==> src/rtl/vram_arbiter.sv <==
// vram_arbiter: shares the single-port screen VRAM between the video fetch
// engine and the CPU, one access per ce_7mn slot. Video always wins the slot.
// CPU writes are posted through a small FIFO and CPU reads are single-outstanding.
// A read is only granted once the FIFO has drained, so it sees all earlier writes.
// Optional feature macro: VRAM_ARB_WB_FWD_EN. When it is defined, a CPU read that
// hits a buffered write is answered from the FIFO (youngest match) on the next clk.
module vram_arbiter #(
    parameter int WB_DEPTH = 4,
    parameter int AW       = 15
) (
    input  logic          clk_sys,
    input  logic          reset,
    input  logic          ce_7mn,
    input  logic          vid_req,
    input  logic [AW-1:0] vid_addr,
    output logic [7:0]    vid_data,
    output logic          vid_valid,
    input  logic          cpu_wr,
    input  logic [AW-1:0] cpu_wr_addr,
    input  logic [7:0]    cpu_wr_data,
    output logic          wb_full,
    output logic          wb_overflow,
    input  logic          cpu_rd,
    input  logic [AW-1:0] cpu_rd_addr,
    output logic          rd_busy,
    output logic [7:0]    cpu_rd_data,
    output logic          cpu_rd_valid,
    output logic [AW-1:0] mem_addr,
    output logic [7:0]    mem_din,
    output logic          mem_we,
    input  logic [7:0]    mem_dout
);

    localparam int          PW      = $clog2(WB_DEPTH);
    localparam logic [PW:0] DEPTH_C = (PW+1)'(WB_DEPTH);

    typedef enum logic [1:0] {
        GNT_IDLE,
        GNT_VID,
        GNT_WR,
        GNT_RD
    } grant_t;

    grant_t grant;
    grant_t grant_next;

    logic [AW-1:0] fifo_addr [WB_DEPTH];
    logic [7:0]    fifo_data [WB_DEPTH];
    logic [PW-1:0] wr_ptr;
    logic [PW-1:0] rd_ptr;
    logic [PW:0]   count;
    logic [PW:0]   count_next;

    logic [AW-1:0] rd_addr;
    logic          rd_waiting;
    logic          pop;
    logic          push_ok;
    logic          fwd_hit;
    logic [7:0]    fwd_data;

    // Pick this slot's owner; a read whose grant was issued last slot is being
    // captured now and must not be granted a second time.
    always_comb begin
        grant_next = grant;
        rd_waiting = rd_busy && (grant != GNT_RD);
        if (ce_7mn) begin
            if (vid_req) begin
                grant_next = GNT_VID;
            end else if (count != '0) begin
                grant_next = GNT_WR;
            end else if (rd_waiting) begin
                grant_next = GNT_RD;
            end else begin
                grant_next = GNT_IDLE;
            end
        end
    end

    // A pop frees a slot in the same clk, so a push into a full FIFO is still accepted then.
    always_comb begin
        pop        = ce_7mn && (grant_next == GNT_WR);
        push_ok    = cpu_wr && ((count != DEPTH_C) || pop);
        count_next = count;
        case ({push_ok, pop})
            2'b10:   count_next = count + (PW+1)'(1);
            2'b01:   count_next = count - (PW+1)'(1);
            default: count_next = count;
        endcase
    end

`ifdef VRAM_ARB_WB_FWD_EN
    logic [PW-1:0] fwd_idx;

    // Scan buffered writes oldest to youngest so the youngest match wins; a write
    // pushed in this same clk is younger still and overrides everything.
    always_comb begin
        fwd_hit  = 1'b0;
        fwd_data = '0;
        fwd_idx  = '0;
        for (int i = 0; i < WB_DEPTH; i++) begin
            fwd_idx = rd_ptr + PW'(i);
            if (((PW+1)'(i) < count) && (fifo_addr[fwd_idx] == cpu_rd_addr)) begin
                fwd_hit  = 1'b1;
                fwd_data = fifo_data[fwd_idx];
            end
        end
        if (push_ok && (cpu_wr_addr == cpu_rd_addr)) begin
            fwd_hit  = 1'b1;
            fwd_data = cpu_wr_data;
        end
    end
`else
    assign fwd_hit  = 1'b0;
    assign fwd_data = '0;
`endif

    // Register the grant and drive the VRAM port; address and data hold between slots.
    always_ff @(posedge clk_sys or posedge reset) begin
        if (reset) begin
            grant    <= GNT_IDLE;
            mem_addr <= '0;
            mem_din  <= '0;
            mem_we   <= 1'b0;
        end else begin
            grant <= grant_next;
            if (ce_7mn) begin
                case (grant_next)
                    GNT_VID: begin
                        mem_addr <= vid_addr;
                        mem_we   <= 1'b0;
                    end
                    GNT_WR: begin
                        mem_addr <= fifo_addr[rd_ptr];
                        mem_din  <= fifo_data[rd_ptr];
                        mem_we   <= 1'b1;
                    end
                    GNT_RD: begin
                        mem_addr <= rd_addr;
                        mem_we   <= 1'b0;
                    end
                    default: begin
                        mem_we <= 1'b0;
                    end
                endcase
            end
        end
    end

    // Posted-write storage; contents need no reset because count marks what is valid.
    always_ff @(posedge clk_sys) begin
        if (push_ok) begin
            fifo_addr[wr_ptr] <= cpu_wr_addr;
            fifo_data[wr_ptr] <= cpu_wr_data;
        end
    end

    // FIFO pointers, occupancy, full flag and the sticky overflow flag.
    always_ff @(posedge clk_sys or posedge reset) begin
        if (reset) begin
            wr_ptr      <= '0;
            rd_ptr      <= '0;
            count       <= '0;
            wb_full     <= 1'b0;
            wb_overflow <= 1'b0;
        end else begin
            if (push_ok) begin
                wr_ptr <= wr_ptr + PW'(1);
            end
            if (pop) begin
                rd_ptr <= rd_ptr + PW'(1);
            end
            if (cpu_wr && !push_ok) begin
                wb_overflow <= 1'b1;
            end
            count   <= count_next;
            wb_full <= (count_next == DEPTH_C);
        end
    end

    // Capture read data one slot after its grant, and accept new CPU read requests.
    always_ff @(posedge clk_sys or posedge reset) begin
        if (reset) begin
            vid_data     <= '0;
            vid_valid    <= 1'b0;
            cpu_rd_data  <= '0;
            cpu_rd_valid <= 1'b0;
            rd_busy      <= 1'b0;
            rd_addr      <= '0;
        end else begin
            vid_valid    <= 1'b0;
            cpu_rd_valid <= 1'b0;
            if (ce_7mn && (grant == GNT_VID)) begin
                vid_data  <= mem_dout;
                vid_valid <= 1'b1;
            end
            if (ce_7mn && (grant == GNT_RD)) begin
                cpu_rd_data  <= mem_dout;
                cpu_rd_valid <= 1'b1;
                rd_busy      <= 1'b0;
            end
            if (cpu_rd && !rd_busy) begin
                if (fwd_hit) begin
                    cpu_rd_data  <= fwd_data;
                    cpu_rd_valid <= 1'b1;
                end else begin
                    rd_addr <= cpu_rd_addr;
                    rd_busy <= 1'b1;
                end
            end
        end
    end

endmodule

==> config.mk <==
export PLATFORM = sky130hd
export DESIGN_NAME = vram_arbiter
export DESIGN_NICKNAME = d
export VERILOG_FILES = /design/src/rtl/vram_arbiter.sv
export SDC_FILE = /design/constraint.sdc
export NUM_CORES = 1
export LEC_CHECK = 0
export CORE_UTILIZATION = 40
export CTS_BUF_LIST = sky130_fd_sc_hd__clkbuf_4 sky130_fd_sc_hd__clkbuf_8
export DETAILED_ROUTE_END_ITERATION = 7
export HOLD_SLACK_MARGIN = 0.15
export SYNTH_ARGS = -nofsm -noshare
export SYNTH_HDL_FRONTEND = slang
export SYNTH_SLANG_ARGS = --single-unit
==> constraint.sdc <==
create_clock -name clk_sys -period 6.86 [get_ports clk_sys]
set_clock_uncertainty 0.05 [all_clocks]
set_input_delay 1.372 -clock clk_sys [delete_from_list [all_inputs] [get_ports clk_sys]]
set_output_delay 1.372 -clock clk_sys [all_outputs]
set_load 0.1 [all_outputs]
==> results.md, run 1 <==
- Wire per inst: 18.0 µm
- Synth Instances: 365
- CP Cell Sequence: clkdlybuf4s50_1 -> buf_4 -> nand2b_1 -> a31oi_1 -> and2_1
- M1 GR Usage: 20.6%
- Top cells by count, synth: edfxtp_1, dfrtp_1, mux2_2
- Initial DRC count: 227
- Status: completed
- Syn Nets: 437
- Cell Pwr Density: approximately 470 nW/µm²
- Nets: 556
- Mapped cell area: roughly 6400 µm²
- FF-to-FF Start: count[1]$_DFF_PP0_
- Die Y: ~130 µm
- IO buf count: 111
- Grt peak-use layer: met2
- Clk Latency, worst-skew pair: 0.43 ns
- WHS: roughly 0.44 ns
- Clk slew on worst S/H paths: approximately 0.080 ns
- Hold Path End: wb_overflow$_DFFE_PP0P_
- Worst path buffer plus inverter count: 2
- Pin count of the biggest net entering global routing: 70
- TritonCTS clock tree: built
- RSZ-0062 raised after global routing: no
- Maxcap violations: 0
- Crit-path max FO: 24
- I/O pin cnt: 112
- Synth Warn #: 0
- Top post-synthesis cells by area: edfxtp_1, dfrtp_1, mux4_2
- # resized after CTS: 0
- Hold Crit Class: flop to flop
- Reg area: roughly 4500 µm²
- Remaining DRCs: 0
- Yosys top cell area share: between 40% and 50%
- Delay-heaviest family, CP: simple AND/OR/NAND/NOR gates
- GP Congestion: 0.785
- P&R area growth vs syn: 26.9%
- Crit-path slowest cell: and2_1
- Max IR drop VDD: 0.000299 V
- Pleak: 2.93 nW
- Multi-input gate area: 1740 µm²
- Layout filler cell count: 1276
- Clock tree sinks: 161
- Crit path arrival time: 3.85 ns
- Area leader, netlist: edfxtp_1
- Hold buffers post-CTS: 0
- N_diodes: 0
- Final Max Tran Viols: 0
- EDFF count, synth: ~90
- RR Endpoint: fifo_addr[3][1]$_DFFE_PP_
- Main synth FF type: edfxtp_1
- Sequential-to-total area share from yosys stat: 70.4%
- CP Launch Point: ce_7mn
- Hold Vio Cnt, Final: 0
- Startpoint Class: primary input
- Total wire length: 12.7 mm
- Most frequent cell after synthesis: edfxtp_1
- Syn Area/Cell: 17.5 µm²
- Worst hold path depth: 1
- Final Cycle Share: 56.0%
- Gr ovfl total: 0
- Routing usage on met2: 28.5%
- Grt met3 use: 4.76%
- Initial Util: 41.5%
- R2R depth: 3
- Die area: 16500 µm²
- Clock Path Buffers: 2
- Via Count: between 3000 and 4000
- Layout cells sized above 1: around a quarter
- Via density: 4.92
- Peak Freq: 0.260 GHz
- Async SR Flop Fraction: between 40% and 50%
- Critical Path Max Stage Delay: 1.01 ns
- Seq cells post-synth: roughly 160
- Minimum clock period: 3.84 ns
- Worst-Margin Slew: 1.19 ns
- Final setup viols: 0
- Setup bufs post-CTS: 0
- Num CTS Buffers: 17
- Root Driver: clkbuf_8
- Critical Path RT: around 6.9 ns
- Initial antenna violation count: 0
- Die width: 128 µm
- First-pass GRT wire length: around 20 mm
- GRT Resource Usage Total: 16.6%
- CP Capture Type: flop
- Register-to-register setup slack: 4.30 ns
- HPWL Detailed: 8.89 mm
- Routed Antenna Nets: 0
- H-Tree Depth: 4
- Setup TNS: 0 ns
- Pre-antenna DRT Iters: 4
- Hold Startpoint: wb_overflow$_DFFE_PP0P_
- Netlist cell types: 43
- # rows: 45
- Vias in the first global route: 3773
- Slew HR: 20.6%
- Placeable Area: 15400 µm²
- Setup CP Type: primary input to flop
-- cell type report --
| cell class | instances | share of cell area [%] |
|---|---|---|
| flip-flops and latches | 161 | 55.4 |
| multi-input cells | 175 | 21.4 |
| repair buffers | 119 | 14.5 |
| well taps | 211 | 3.26 |
| clock buffers | 19 | 3.15 |
| clock inverters | 13 | 1.81 |
| inverters | 10 | 0.463 |
-- worst reg2reg max path: cells and delay by family (launching register included) --
kind | cells | cell delay [ns]
AND/OR/NAND/NOR | 2 | 1.14
AO/OA/AOI/OAI | 1 | 0.51
flip-flops | 1 | 0.47
-- metrics by stage --
| stage | utilization, % | setup slack [ns] | power [mW] | instances | instance area [µm²] |
|---|---|---|---|---|---|
| 2_1_floorplan | - | 3.70 | 2.76 | 365 | 6380 |
| 3_3_place_gp | 50.1 | 2.56 | 3.16 | 676 | 7700 |
| 3_5_place_dp | 50.1 | 2.52 | 3.19 | 676 | 7700 |
| 4_1_cts | 52.7 | 2.98 | 3.88 | 708 | 8100 |
| 5_1_grt | 52.7 | 2.78 | 4.02 | 708 | 8100 |
| 6_report | 52.7 | 3.02 | 3.84 | 708 | 8100 |
-- how the worst max path moves through the flow --
| stage | endpoint | slack (ns) | cells past startpoint |
|---|---|---|---|
| after detailed placement | fifo_addr[3][1]$_DFFE_PP_ | 2.52 | 5 |
| after floorplan | count[0]$_DFF_PP0_ | 3.70 | 1 |
| after global routing | fifo_data[3][6]$_DFFE_PP_ | 2.78 | 5 |
| after CTS | fifo_data[3][6]$_DFFE_PP_ | 2.98 | 5 |
| final | fifo_addr[3][1]$_DFFE_PP_ | 3.02 | 5 |
| after global placement | fifo_addr[3][7]$_DFFE_PP_ | 2.56 | 5 |
-- registers in the layout (all words and copies together), names as in the netlist --
register and cells:
wr_ptr 2, vid_valid 1, mem_addr 15, wb_full 1
cpu_rd_valid 1, fifo_addr 60, fifo_data 32, count 3
rd_addr 15, mem_din 8, rd_busy 1, grant 2
vid_data 8, wb_overflow 1, cpu_rd_data 8, rd_ptr 2
mem_we 1
-- power breakdown --
group          leakage, nW  total (mW)  internal, mW  switching [mW]
clock                0.201       0.687         0.343           0.345
combinational         1.08        1.71         0.545            1.16
sequential            1.65        1.44          1.31           0.132
total                 2.93        3.84          2.20            1.64
-- metal layers --
layer / up-vias / routed length, µm
met5: - / 0
met4: 0 / 107
met3: 7 / 608
met2: 87 / 6410
met1: 1749 / 5610
li1: 1643 / -
-- logic make-up after synthesis --
group	share of synthesized area [%]
adder cells (fa/ha/maj)	1.10
AO/OA/AOI/OAI	5.86
multiplexers	15.5
XOR/XNOR	0.549
AND/OR/NAND/NOR	4.12
buffers and inverters	2.53
flip-flops	70.4
-- cells in the final DEF (no fill, tap or decap), drive strengths merged, types with 2 or more instances in the layout --
cell	instances
nor2	18
dfrtp	69
clkbuf	19
a31oi	18
o21ai	3
nand2	20
nand2b	2
edfxtp	92
xnor2	3
clkinv	5
o22ai	2
mux4	23
nor3	2
clkinvlp	2
inv	14
buf	8
mux2i	2
ha	4
clkdlybuf4s50	111
bufinv	2
and2	4
nand3	2
o221ai	15
a21oi	4
mux2	40
Power figures use the tool's default switching activity.
==> inputs of run 2 (changes only) <==
- PLACE_DENSITY: unset -> 0.66
- clock period: 6.86 -> 3.2 ns (I/O delays scaled with it)
==> results.md, run 2 (synthesis gave the netlist of run 1 again) <==
- TritonCTS clock tree: built (unchanged)
- CP most frequent cell: nand2b_1
- Biggest regs: fifo_addr: 60 flops, fifo_data: 32 flops (unchanged)
- Hold Crit Class: flop to flop (unchanged)
- Max IR drop VDD: 0.000473 V (was 0.000299 V)
- Pleak: 2.98 nW (was 2.93 nW)
- Nets: 563 (was 556)
- Cell Pwr Density: 1010 nW/µm² (was 474 nW/µm²)
- Commonest cells after routing, fill and taps aside: edfxtp_1, dfrtp_1, clkdlybuf4s50_1 (was clkdlybuf4s50_1, edfxtp_1, dfrtp_1)
- Minimum clock period: 2.48 ns
- Placed instance area: 7640 µm² (was 7700 µm²)
- DR top layer: met4 (unchanged)
- # rows: 45 (unchanged)
- GP Congestion: 0.693 (was 0.785)
- Via Count: 3604 (was 3486)
- CP Capture Type: flop (unchanged)
- Startpoint Class: primary input (unchanged)
- Setup CP Type: primary input to flop (unchanged)
- Dpl ws: 0.318 ns (was 2.52 ns)
- Maxcap violations: 0 (unchanged)
- Metal3 WL: 866 µm (was 608 µm)
- Final setup viols: 0 (unchanged)
- # placed instances: 683 (was 676)
- Final Cycle Share: 77.4%
- Pin count of the biggest net entering global routing: 54 (was 70)
- Multi-input gate area: 1740 µm² (unchanged)
- P&R area growth vs syn: 25.6% (was 26.9%)
- # resized after CTS: 0 (unchanged)
- Clock Path Buffers: 2 (unchanged)
- Setup bufs post-CTS: 0 (unchanged)
- Gr ovfl total: 0 (unchanged)
- Hold buffers post-CTS: 0 (unchanged)
- N_diodes: 0 (unchanged)
- Crit-path max FO: 6 (was 24)
- Crit-path slowest cell: clkdlybuf4s50_1 (was and2_1)
- First-pass GRT wire length: 20.5 mm (was 20.1 mm)
- RSZ-0062 raised after global routing: no (unchanged)
- Critical Path Max Stage Delay: 0.51 ns (was 1.01 ns)
- Final Max Tran Viols: 0 (unchanged)
- H-Tree Depth: 4 (unchanged)
- Worst path buffer plus inverter count: 1 (was 2)
- Vias in the first global route: 3834 (was 3773)
- Non-filler instance count after layout: 715 (was 708)
- GRT Resource Usage Total: 16.9% (was 16.6%)
- Metal1 wirelength: 5.54 mm (was 5.61 mm)
- Die area: 16500 µm² (unchanged)
- HPWL Detailed: 8.83 mm (was 8.89 mm)
- Die Y: 128 µm (unchanged)
- Clk slew on worst S/H paths: 0.09 ns (was 0.08 ns)
- Delay-heaviest family, CP: simple AND/OR/NAND/NOR gates (unchanged)
- Crit path arrival time: 2.76 ns (was 3.85 ns)
- CP Cell Sequence: clkdlybuf4s50_1 -> nand2b_1 -> nor3_2 -> fa_1 -> nor4_1 -> nand2b_1 -> a21oi_1 (was clkdlybuf4s50_1 -> buf_4 -> nand2b_1 -> a31oi_1 -> and2_1)
- Die width: 128 µm (unchanged)
- Hold Vio Cnt, Final: 0 (unchanged)
- Root Driver: clkbuf_8 (unchanged)
- Status: completed (unchanged)
- Commonest non-fill, non-tap cell in the layout: edfxtp_1 (was clkdlybuf4s50_1)
- Most flops, register: fifo_addr (unchanged)
- Clock tree sinks: 161 (unchanged)
- Setup TNS: 0 ns (unchanged)
- Final Util: 52.1% (was 52.7%)
- Initial DRC count: 214 (was 227)
- Critical Path RT: 3.48 ns (was 6.86 ns)
- Worst-Margin Slew: 0.685 ns (was 1.19 ns)
- Initial antenna violation count: 0 (unchanged)
- Via density: 5.04 (was 4.92)
- Remaining DRCs: 0 (unchanged)
- Finished Cell Area: 8010 µm² (was 8100 µm²)
- Pre-antenna DRT Iters: 4 (unchanged)
- Wire per inst: 17.8 µm (was 18.0 µm)
- Routed Antenna Nets: 0 (unchanged)
- Initial Util: 41.5% (unchanged)
- Num CTS Buffers: 17 (unchanged)
- Placeable Area: 15400 µm² (unchanged)
- I/O pin cnt: 112 (unchanged)
- Slew HR: 54.3% (was 20.6%)
- Layout cells sized above 1: 33.9% (was 23.9%)
- Total wire length: 12.8 mm (was 12.7 mm)
- Max reg flops: 60 (unchanged)
- Post-route worst setup slack: 0.723 ns (was 3.02 ns)
- Met2 wire len: 6.21 mm (was 6.41 mm)
- Reg area: 4490 µm² (unchanged)
- IO buf count: 111 (unchanged)
- Layout filler cell count: 1269 (was 1276)
- Peak Freq: 0.404 GHz
- Clk Latency, worst-skew pair: 0.46 ns (was 0.43 ns)
## run 2: path summary, 6_finish.rpt
kind	to	start	slack, ns	depth (start not counted)
worst max-delay path	count[2]$_DFF_PP0_	vid_req	0.72	7
worst min-delay path	wb_overflow$_DFFE_PP0P_	wb_overflow$_DFFE_PP0P_	0.44	1
worst max register to register	count[2]$_DFF_PP0_	count[1]$_DFF_PP0_	0.75	7
worst min register to register	wb_overflow$_DFFE_PP0P_	wb_overflow$_DFFE_PP0P_	0.44	1
max in group asynchronous	mem_din[6]$_DFFE_PP0N_	reset	1.75	4
min in group asynchronous	vid_data[2]$_DFFE_PP0P_	reset	0.63	3
## run 2: per-stage QoR
stage | hold slack, ns | power [mW]
6_report | 0.442 | 8.09
5_1_grt | 0.449 | 8.46
4_1_cts | 0.436 | 8.18
3_5_place_dp | 0.415 | 6.77
3_3_place_gp | 0.423 | 6.70
2_1_floorplan | 0.431 | 5.91
## run 2: per-layer routing
layer | vias up | GRT usage, %
met4 | 0 | 4.29
met1 | 1823 | 20.9
met2 | 103 | 27.9
li1 | 1663 | -
met5 | - | 0
met3 | 15 | 6.68
## run 2: power by group
part           switching, mW  total, mW  internal (mW)
clock                  0.829       1.41          0.578
sequential             0.310       3.11           2.80
combinational           2.46       3.57           1.11
## run 2: cell type report
cell class                 instances  area share (%)
inverter                          10           0.468
multi-input combinational        175            21.7
timing repair buffer             126            13.9
clock buffer                      17            2.92
tap                              211            3.29
sequential                       161            56.0
clock inverter                    15            1.78
## run 2: worst reg2reg max path, cell delays in order (launching register included)
cell and delay (ns):
dfrtp_1 0.47, nor3_2 0.21, buf_4 0.28, nor3_2 0.12, fa_1 0.46, nor4_1 0.49
nand2b_1 0.18, a21oi_1 0.07
==> inputs of run 3 (changes only) <==
- PLACE_DENSITY: 0.66 -> unset
- clock period: 3.2 -> 2.5 ns (I/O delays scaled with it)
==> results.md, run 3 (synthesis gave the netlist of run 1 again) <==
- Hold buffers post-CTS: 0 (unchanged)
- Hold Vio Cnt, Final: 0 (unchanged)
- Critical Path RT: 2.76 ns (was 3.48 ns)
- Root Driver: clkbuf_8 (unchanged)
- Crit-path slowest cell: dfrtp_1 (was clkdlybuf4s50_1)
- Finished Cell Area: 8110 µm² (was 8010 µm²)
- GP Congestion: 0.787 (was 0.693)
- RR Endpoint: count[2]$_DFF_PP0_ (unchanged)
- # placed instances: 689 (was 683)
- Remaining DRCs: 0 (unchanged)
- Register-to-register setup slack: 0.42 ns (was 0.75 ns)
- CP Cell Sequence: nor3_2 -> nor3_2 -> fa_1 -> nor4_1 -> nand2b_1 -> a21oi_1 (was clkdlybuf4s50_1 -> nand2b_1 -> nor3_2 -> fa_1 -> nor4_1 -> nand2b_1 -> a21oi_1)
- Placed instance area: 7760 µm² (was 7640 µm²)
- Clock tree sinks: 161 (unchanged)
- HPWL Detailed: 8.82 mm (was 8.83 mm)
- Final setup viols: 0 (unchanged)
- TritonCTS clock tree: built (unchanged)
- Commonest cells after routing, fill and taps aside: edfxtp_1, dfrtp_1, clkdlybuf4s50_1 (unchanged)
- Max IR drop VDD: 0.000588 V (was 0.000473 V)
- Via Count: 3598 (was 3604)
- Initial Util: 41.5% (unchanged)
- Grt peak-use layer: met2 (unchanged)
- Max reg flops: 60 (unchanged)
- Final Util: 52.7% (was 52.1%)
- # rows: 45 (unchanged)
- Layout cells sized above 1: 34.7% (was 33.9%)
- P&R area growth vs syn: 27.0% (was 25.6%)
- # resized after CTS: 0 (unchanged)
- Non-filler instance count after layout: 721 (was 715)
- Setup bufs post-CTS: 0 (unchanged)
- Gr ovfl total: 0 (unchanged)
- Hold Crit Class: primary input to asynchronous set/reset pin (was flop to flop)
- Total wire length: 12.9 mm (was 12.8 mm)
- Startpoint Class: flop (was primary input)
- Pleak: 3.02 nW (was 2.98 nW)
- GRT Resource Usage Total: 16.7% (was 16.9%)
- Num CTS Buffers: 17 (unchanged)
- Routed Antenna Nets: 0 (unchanged)
- Crit-path max FO: 6 (unchanged)
- Commonest non-fill, non-tap cell in the layout: edfxtp_1 (unchanged)
- Pre-antenna DRT Iters: 4 (unchanged)
- Setup CP Type: flop to flop (was primary input to flop)
- Slew HR: 64.6% (was 54.3%)
- Critical Path Max Stage Delay: 0.47 ns (was 0.51 ns)
- RSZ-0062 raised after global routing: no (unchanged)
- Vias in the first global route: 3744 (was 3834)
- First-pass GRT wire length: 20.2 mm (was 20.5 mm)
- Clock Path Buffers: 2 (unchanged)
- Setup TNS: 0 ns (unchanged)
- Die width: 128 µm (unchanged)
- M1 GR Usage: 22.1% (was 20.9%)
- Initial antenna violation count: 0 (unchanged)
- R2R depth: 6 (was 7)
- Die Y: 128 µm (unchanged)
- Clk slew on worst S/H paths: 0.08 ns (was 0.09 ns)
- Most flops, register: fifo_addr (unchanged)
- Status: completed (unchanged)
- Peak Freq: 0.480 GHz
- Total power: 10.3 mW (was 8.09 mW)
- IO buf count: 111 (unchanged)
- Final Cycle Share: about 83%
- FF-to-FF Start: count[1]$_DFF_PP0_ (unchanged)
- Initial DRC count: 267 (was 214)
- CP Capture Type: flop (unchanged)
- Routing usage on met2: 26.9% (was 27.9%)
- Placeable Area: 15400 µm² (unchanged)
- Final Max Tran Viols: 0 (unchanged)
- CP most frequent cell: nor3_2 (was nand2b_1)
- I/O pin cnt: 112 (unchanged)
- Maxcap violations: 0 (unchanged)
- Wire per inst: 17.9 µm (was 17.8 µm)
- Nets: 569 (was 563)
- Crit path arrival time: 2.34 ns (was 2.76 ns)
- H-Tree Depth: 4 (unchanged)
- Via density: 4.99 (was 5.04)
- Grt met3 use: 3.92% (was 6.68%)
- Minimum clock period: between 2 and 2.5 ns
- Worst-Margin Slew: 0.529 ns (was 0.685 ns)
- Cell Pwr Density: 1280 nW/µm² (was 1010 nW/µm²)
- Biggest regs: fifo_addr: 60 flops, fifo_data: 32 flops (unchanged)
- Pin count of the biggest net entering global routing: 70 (was 54)
- N_diodes: 0 (unchanged)
- Clk Latency, worst-skew pair: 0.44 ns (was 0.46 ns)
- Die area: 16500 µm² (unchanged)
## run 3: changes by cell type in the layout (fill, tap and decap cells not counted)
cell        change
buf_12          +6
inv_8           -6
clkbuf_4        +4
clkinv_2        +2
inv_6           -2
clkinv_4        +1
clkinvlp_4      +1
## run 3: final cells by class
class,count,area [µm²]
multi-input cells,175,1740
fillers,1262,7270
repair buffers,132,1230
clock buffers,21,264
clock inverters,11,83.8
well taps,211,264
inverters,10,37.5
flip-flops and latches,161,4490
## run 3: power breakdown
part / total [mW] / switching [mW] / internal, mW
logic: 4.71 / 3.20 / 1.50
clock network: 1.67 / 0.938 / 0.736
registers: 3.96 / 0.369 / 3.59
## run 3: stage by stage
step	setup WS (ns)	hold WS, ns
2_1_floorplan	0.210	0.431
3_3_place_gp	0.0298	0.409
3_5_place_dp	0.0375	0.428
4_1_cts	0.407	0.398
5_1_grt	0.298	0.408
6_report	0.419	0.402
## run 3: how the worst max path moves through the flow
| stage | startpoint | cells after the start | endpoint |
|---|---|---|---|
| after global routing | count[1]$_DFF_PP0_ | 6 | count[2]$_DFF_PP0_ |
| after CTS | count[1]$_DFF_PP0_ | 6 | count[2]$_DFF_PP0_ |
| after floorplan | reset | 1 | count[0]$_DFF_PP0_ |
| after global placement | vid_req | 7 | fifo_data[0][3]$_DFFE_PP_ |
| after detailed placement | vid_req | 7 | fifo_data[1][3]$_DFFE_PP_ |
| final | count[1]$_DFF_PP0_ | 6 | count[2]$_DFF_PP0_ |
## run 3: layer usage
metal / up-vias / wire, µm / part of all wire, %
met4: 0 / 179 / 1.4
met1: 1818 / 5780 / 45
met5: - / 0 / 0
met3: 16 / 654 / 5.1
li1: 1673 / - / -
met2: 91 / 6330 / 49
## run 3: worst max-delay path: cells and delay by family, from the launching register on
family                     cells  cell delay, ns
and+or+nand+nor                4            0.91
adders and majority gates      1            0.46
DFF                            1            0.47
AOI/OAI and AO/OA              1            0.06
